### src/rtl/tlk2711_pkg.sv
// Shared types and constants for the TLK2711 transmit path.
package tlk2711_pkg;

  typedef enum logic [2:0] {
    TX_IDLE  = 3'd0,
    TX_LOAD  = 3'd1,
    TX_START = 3'd2,
    TX_RUN   = 3'd3,
    TX_DONE  = 3'd4
  } tx_state_e;

  localparam int unsigned FRAME_BYTES_DEFAULT = 512;

  // 8b/10b control characters used by the framer.
  localparam logic [7:0] K28_5 = 8'hBC;
  localparam logic [7:0] K27_7 = 8'hFB;
  localparam logic [7:0] K29_7 = 8'hFD;

  function automatic int unsigned frame_log2(input int unsigned fb);
    return $clog2(fb);
  endfunction

  function automatic logic [31:0] tail_mask(input int unsigned fb);
    return 32'(fb - 1);
  endfunction

endpackage

### src/rtl/tlk2711_frame_calc.sv
// Splits a transfer length into full frames and a tail, and generates
// the per-frame DMA address (accumulated) and byte count.
module tlk2711_frame_calc
  import tlk2711_pkg::*;
#(
  parameter int unsigned FRAME_BYTES = FRAME_BYTES_DEFAULT,
  parameter int unsigned BTT_W       = 23
) (
  input  logic             clk,
  input  logic             rst,
  input  logic             load_i,
  input  logic             start_i,
  input  logic             adv_i,
  input  logic [31:0]      base_i,
  input  logic [31:0]      len_i,
  input  logic [31:0]      issued_i,
  output logic [31:0]      body_o,
  output logic [9:0]       tail_o,
  output logic [31:0]      total_o,
  output logic [31:0]      addr_o,
  output logic [BTT_W-1:0] btt_o
);

  localparam int unsigned      LOG2_FB  = frame_log2(FRAME_BYTES);
  localparam logic [31:0]      MASK     = tail_mask(FRAME_BYTES);
  localparam logic [31:0]      STEP     = 32'(FRAME_BYTES);
  localparam logic [BTT_W-1:0] FULL_BTT = BTT_W'(FRAME_BYTES);

  logic [31:0]      body_q, body_d, total_q, total_d, addr_q, addr_d, tail_full_s;
  logic [9:0]       tail_q, tail_d;
  logic [BTT_W-1:0] btt_q, btt_d;
  logic             last_s;

  assign tail_full_s = len_i & MASK;
  // issued_i is the next-state issue count, so btt lines up with the next command.
  assign last_s      = (issued_i == total_q - 32'd1) && (tail_q != 10'd0);

  always_comb begin
    body_d  = body_q;
    tail_d  = tail_q;
    total_d = total_q;
    addr_d  = addr_q;
    if (load_i) begin
      body_d  = len_i >> LOG2_FB;
      tail_d  = tail_full_s[9:0];
      total_d = (len_i >> LOG2_FB) + {31'd0, (tail_full_s != 32'd0)};
    end else begin
      body_d  = body_q;
    end
    if (start_i) begin
      addr_d = base_i;
    end else if (adv_i) begin
      addr_d = addr_q + STEP;
    end else begin
      addr_d = addr_q;
    end
    btt_d = last_s ? BTT_W'(tail_q) : FULL_BTT;
  end

  always_ff @(posedge clk) begin
    if (rst) begin
      body_q  <= 32'd0;
      tail_q  <= 10'd0;
      total_q <= 32'd0;
      addr_q  <= 32'd0;
      btt_q   <= '0;
    end else begin
      body_q  <= body_d;
      tail_q  <= tail_d;
      total_q <= total_d;
      addr_q  <= addr_d;
      btt_q   <= btt_d;
    end
  end

  assign body_o  = body_q;
  assign tail_o  = tail_q;
  assign total_o = total_q;
  assign addr_o  = addr_q;
  assign btt_o   = btt_q;

endmodule

### src/rtl/tlk2711_tx_ctrl.sv
// Transfer controller ahead of the TLK2711 TX framer: splits one request into
// frames, commands the framer and datamover, and paces against frame completion.
module tlk2711_tx_ctrl
  import tlk2711_pkg::*;
#(
  parameter int unsigned FRAME_BYTES     = FRAME_BYTES_DEFAULT,
  parameter int unsigned MAX_OUTSTANDING = 2,
  parameter int unsigned BTT_W           = 23
) (
  input  logic             clk,
  input  logic             rst,
  input  logic             i_tx_req,
  input  logic [31:0]      i_tx_base_addr,
  input  logic [31:0]      i_tx_length,
  output logic             o_tx_busy,
  output logic             o_tx_done,
  output logic             o_tx_err,
  output logic [31:0]      o_frame_cnt,
  output logic             o_dma_cmd_valid,
  input  logic             i_dma_cmd_ready,
  output logic [31:0]      o_dma_cmd_addr,
  output logic [BTT_W-1:0] o_dma_cmd_btt,
  output logic [31:0]      o_packet_body,
  output logic [9:0]       o_packet_tail,
  output logic             o_send_start,
  input  logic             i_frame_done
);

  tx_state_e   state_q, state_d;
  logic [31:0] base_q, len_q, issued_q, issued_d, completed_q, completed_d;
  logic [31:0] frame_cnt_q, frame_cnt_d, total_s;
  logic [3:0]  outstanding_q, outstanding_d;
  logic        busy_q, done_q, err_q, valid_q, send_start_q;
  logic        req_bad_s, hs_s, fd_ok_s, fd_bad_s, valid_d;

  assign req_bad_s = (i_tx_length == 32'd0) || (i_tx_base_addr[2:0] != 3'd0);
  assign hs_s      = valid_q && i_dma_cmd_ready;
  // Outside RUN nothing is outstanding, so any frame-done there is spurious.
  assign fd_ok_s   = i_frame_done && (outstanding_q != 4'd0);
  assign fd_bad_s  = i_frame_done && (outstanding_q == 4'd0);

  always_comb begin
    state_d       = state_q;
    issued_d      = issued_q;
    completed_d   = completed_q;
    outstanding_d = outstanding_q;
    frame_cnt_d   = frame_cnt_q;
    case (state_q)
      TX_IDLE: begin
        if (i_tx_req && !req_bad_s) state_d = TX_LOAD;
        else                        state_d = TX_IDLE;
      end
      TX_LOAD: begin
        state_d       = TX_START;
        issued_d      = 32'd0;
        completed_d   = 32'd0;
        outstanding_d = 4'd0;
        frame_cnt_d   = 32'd0;
      end
      TX_START: state_d = TX_RUN;
      TX_RUN: begin
        if (hs_s) issued_d = issued_q + 32'd1;
        else      issued_d = issued_q;
        if (fd_ok_s) begin
          completed_d = completed_q + 32'd1;
          frame_cnt_d = frame_cnt_q + 32'd1;
        end else begin
          completed_d = completed_q;
          frame_cnt_d = frame_cnt_q;
        end
        case ({hs_s, fd_ok_s})
          2'b10:   outstanding_d = outstanding_q + 4'd1;
          2'b01:   outstanding_d = outstanding_q - 4'd1;
          default: outstanding_d = outstanding_q;
        endcase
        if (completed_d == total_s) state_d = TX_DONE;
        else                        state_d = TX_RUN;
      end
      TX_DONE: state_d = TX_IDLE;
      default: state_d = TX_IDLE;
    endcase
  end

  assign valid_d = (state_d == TX_RUN) && (issued_d < total_s) &&
                   (outstanding_d < 4'(MAX_OUTSTANDING));

  always_ff @(posedge clk) begin
    if (rst) begin
      state_q       <= TX_IDLE;
      base_q        <= 32'd0;
      len_q         <= 32'd0;
      issued_q      <= 32'd0;
      completed_q   <= 32'd0;
      outstanding_q <= 4'd0;
      frame_cnt_q   <= 32'd0;
      busy_q        <= 1'b0;
      done_q        <= 1'b0;
      err_q         <= 1'b0;
      valid_q       <= 1'b0;
      send_start_q  <= 1'b0;
    end else begin
      state_q       <= state_d;
      issued_q      <= issued_d;
      completed_q   <= completed_d;
      outstanding_q <= outstanding_d;
      frame_cnt_q   <= frame_cnt_d;
      if (state_q == TX_IDLE && i_tx_req && !req_bad_s) begin
        base_q <= i_tx_base_addr;
        len_q  <= i_tx_length;
      end
      busy_q       <= (state_d == TX_LOAD) || (state_d == TX_START) || (state_d == TX_RUN);
      done_q       <= (state_d == TX_DONE);
      err_q        <= ((state_q == TX_IDLE) && i_tx_req && req_bad_s) || fd_bad_s;
      valid_q      <= valid_d;
      send_start_q <= (state_d == TX_START);
    end
  end

  tlk2711_frame_calc #(
    .FRAME_BYTES (FRAME_BYTES),
    .BTT_W       (BTT_W)
  ) u_frame_calc (
    .clk      (clk),
    .rst      (rst),
    .load_i   (state_q == TX_LOAD),
    .start_i  (state_q == TX_START),
    .adv_i    (hs_s),
    .base_i   (base_q),
    .len_i    (len_q),
    .issued_i (issued_d),
    .body_o   (o_packet_body),
    .tail_o   (o_packet_tail),
    .total_o  (total_s),
    .addr_o   (o_dma_cmd_addr),
    .btt_o    (o_dma_cmd_btt)
  );

  assign o_tx_busy       = busy_q;
  assign o_tx_done       = done_q;
  assign o_tx_err        = err_q;
  assign o_frame_cnt     = frame_cnt_q;
  assign o_dma_cmd_valid = valid_q;
  assign o_send_start    = send_start_q;

endmodule

### config.mk
export PLATFORM = sky130hd
export DESIGN_NAME = tlk2711_tx_ctrl
export DESIGN_NICKNAME = d
export VERILOG_FILES = /design/src/rtl/tlk2711_pkg.sv /design/src/rtl/tlk2711_frame_calc.sv /design/src/rtl/tlk2711_tx_ctrl.sv
export SDC_FILE = /design/constraint.sdc
export NUM_CORES = 1
export LEC_CHECK = 0
export BUFFER_PORTS_ARGS = -buffer_cell sky130_fd_sc_hd__buf_4
export CORE_MARGIN = 3
export CORE_UTILIZATION = 63
export DETAILED_ROUTE_END_ITERATION = 7
export GPL_TIMING_DRIVEN = 1
export PLACE_DENSITY = 0.86
export RECOVER_POWER = 50
export SLEW_MARGIN = 30
export SYNTH_ARGS = -nofsm -noshare
export SYNTH_HDL_FRONTEND = slang
export SYNTH_HIERARCHICAL = 1
export SYNTH_SLANG_ARGS = --single-unit
### constraint.sdc
create_clock -name clk -period 8.4 [get_ports clk]
set_clock_uncertainty 0.15 [all_clocks]
set_input_delay 0.42 -clock clk [delete_from_list [all_inputs] [get_ports clk]]
set_output_delay 0.42 -clock clk [all_outputs]
set_load 0.02 [all_outputs]
==> impl_results.md <==
- Status: finished with violations
- Failing checks: max-capacitance violations, max-slew violations
- Tot Pwr: just under 3 mW
- Peak VDD IR: approximately 0.00018 V
- Crit-path max FO: 29
- Max-slew violations: 85
- Synth Area in Simple Gates: 28.46%
- Routed vias: 14400
- Critical path origin: state_q[1]
- Crit path time final: about 5.3 ns
- Endpoints failing hold: 0
- Routability Congestion: 0.9297
- Number of global-route vias before repair: between 10000 and 15000
- Worst Setup Start Kind: register
- CP max stage cell: clkbuf_1
- Non-Filler Instances: 2365
- Critical path arrival: approximately 5.6 ns
- Endpoints failing setup: 0
- Clock share of power: a little over two fifths
- Final setup TNS: 0 ns
- Mux contribution to synthesized area: 4.755%
- Largest net degree at the start of global routing: 80
- CTS tree: done
- CP most frequent cell: nor2_1
- Clk Latency, worst-skew pair: 0.56 ns
- WHS: between 0.008 and 0.009 ns
- P_sw: approximately 0.76 mW
- Pre-Repair DR Iteration Count: 7
- Critical R2R Launch: state_q[1]
- Hold_buf cts: between 50 and 60
- CTS H-tree depth: 1
- Global-route wire length before repair: between 70000 and 80000 um
- Drt wl/cell: approximately 18 um
- CTS clk-pin slew, worst paths: around 0.060 ns
- Via/cell ratio: slightly above 6
- Worst Path Required: ~8.7 ns
- Post CTS Setup Buffer Count: 0
- DR iter-0 viols: between 1000 and 1500
- # diodes: 0
- Sw frac: 25.98%
- Yosys cell types: 73
- Yosys warns: 6
- Root buffer cell: clkbuf_16
- Critical path, cell by cell: clkbuf_1, nand3b_1, nor2_1, nand4_1, nor2_1, nand2_1, nor3_1, mux2i_1, nor2_1, nand3b_1, a211oi_1, nor2b_1, a211oi_1, nand4_4, nor2b_1
- Maxcap violations: 2
- Slew headroom: -79.28%
- # IOs: between 200 and 250
- Num CTS Buffers: 29
- Gr ovfl total: 0
- Cells after Synth: roughly 1800
- CP Capture Type: register
- Leak Pwr: 6.183 nW
- Drt drc: 0
- Die ar.: around 25000 um^2
- Area Overhead vs Synth: 16.78%
- Adder-cell share of the synthesized area: 3.709%
- Cell-internal power: roughly 2.2 mW
- Rows: 55
- Fmax: approximately 0.19 GHz
- Kind of critical path: register to register
- Complex-gate fraction of the synthesized area: 12.42%
- Combinational power share: 11.3%
- RSZ-0062 raised after global routing: no
- Seq cells post-synth: 270
- Top_reg_cell synth: dfxtp_1
- Chip Width: around 160 um
- Xor/xnor share of the synthesized area: approximately 8.4%
- Register area share after synthesis: approximately 37%
- Main combinational cell family by area after synthesis: simple AND/OR/NAND/NOR gates
- Share of cells above drive strength 1: between 7 and 8%
- Ys async rst share: 0%
- Syn Std Cell Area: 14710 um^2
- Fin crit share: a little over three fifths
- Die H: roughly 160 um
- Synthesized area per cell: about 8.0 um^2
- WL final: about 44000 um
- Hold Crit Start: i_tx_base_addr[31]
- R2R setup slack: between 3 and 4 ns
- CTS sink cnt: between 200 and 300
- Sequential cell fraction of total power: 45.1%
- Pwr dens: approximately 170 nW/um^2
- Worst Tran Pin Value: 2.689 ns
- CORE AREA: about 23000 um^2
- Hold WC Path Type: primary input to register
- Initial cell density of the core: between 60% and 70%
- Post_cts resized: 0
- Post-synth EDFFs: 0
- Port bufs: ~180
- Final ANT Viol Nets: 0
- Clock tree buffer depth: 3
- Cells after DPL: between 2000 and 2500
- Dpl hpwl: 27820 um
- Global Route Usage Sum: 32.99%
- Initial antenna violation count: 0
- Final net count: ~2100
- CP peak stage delay: approximately 1.1 ns
worst max-delay path, delay by kind of cell, from the launching register on:
| kind | cells | cell delay (ns) |
|---|---|---|
| mux | 1 | 0.17 |
| compound gates | 2 | 0.78 |
| flops | 1 | 0.33 |
| buf+inv | 1 | 1.08 |
| simple gates | 11 | 2.67 |
layer usage:
layer | GRT usage (%) | share of wire [%]
met4 | 11.66 | 3.8
met3 | 6.470 | 9.0
met5 | 0 | 0
met2 | 55.74 | 47
met1 | 42.18 | 40
path summary, 6_finish.rpt:
kind                                              end  cells past startpoint
worst max-delay path            u_frame_calc/btt_o[9]                     15
worst max register to register  u_frame_calc/btt_o[9]                     15
worst min-delay path                       base_q[31]                      3
worst min register to register             base_q[22]                      2
sequential cells by signal, indices dropped and copies added, names as in the netlist, 3 cells and up:
register              flops
base_q                   32
u_frame_calc/addr_o      32
u_frame_calc/btt_o       10
u_frame_calc/total_o     24
u_frame_calc/tail_o       9
u_frame_calc/body_o      23
issued_q                 32
outstanding_q             4
o_frame_cnt              32
len_q                    32
state_q                   3
completed_q              32
cells by family after synthesis:
logic type | after synthesis
and+or+nand+nor | 838
AOI/OAI and AO/OA | 303
DFF | 270
buffers and inverters | 182
xor gates and xnor gates | 141
muxes | 69
adders and majority gates | 43
other | 1
area by class of cell:
class / instances / area, um^2
inverters: 55 / 207.7
repair buffers: 248 / 1603
clock buffers: 40 / 817.0
clock inverters: 14 / 136.4
flip-flops and latches: 270 / 5405
multi-input cells: 1425 / 8615
fillers: 1716 / 5603
well taps: 313 / 391.6
synth_stat cells, types with 34 or more instances:
cell,instances,share of area [%]
nand2_1,243,6.2
nor2b_1,46,2.0
ha_1,42,3.6
or3_1,34,1.4
clkbuf_1,84,2.1
nand3_1,65,2.2
o21ai_0,62,2.1
a21oi_1,135,4.6
xor2_1,71,4.2
dfxtp_1,270,37
inv_1,55,1.4
mux2i_1,65,4.4
nand4_1,55,2.3
nor2_1,214,5.5
nor3_1,56,1.9
xnor2_1,70,4.2
power groups by stage:
stage | Clock [mW] | Combinational [mW] | Sequential (mW)
2_1_floorplan | 0 | 0.223 | 1.34
3_3_place_gp | 0 | 0.291 | 1.35
3_5_place_dp | 0 | 0.298 | 1.35
4_1_cts | 1.29 | 0.321 | 1.32
5_1_grt | 1.34 | 0.357 | 1.33
6_report | 1.28 | 0.331 | 1.33
per-stage QoR:
stage	util, %	instance area, um^2	setup WS (ns)
5_1_grt	75.40	17180	2.628
4_1_cts	77.37	17620	4.023
2_1_floorplan	-	14820	4.952
6_report	75.40	17180	3.093
3_5_place_dp	70.72	16110	4.073
3_3_place_gp	70.50	16060	4.110
cells in the final DEF (no fill, tap or decap), types with 54 or more instances in the layout:
master	n
a21oi_1	135
buf_4	70
clkbuf_1	123
dfxtp_1	270
dlygate4sd3_1	56
inv_1	54
mux2i_1	65
nand2_1	243
nand3_1	65
nand4_1	55
nor2_1	214
nor3_1	56
o21ai_0	62
xnor2_1	70
xor2_1	71
Power figures use the tool's default switching activity.
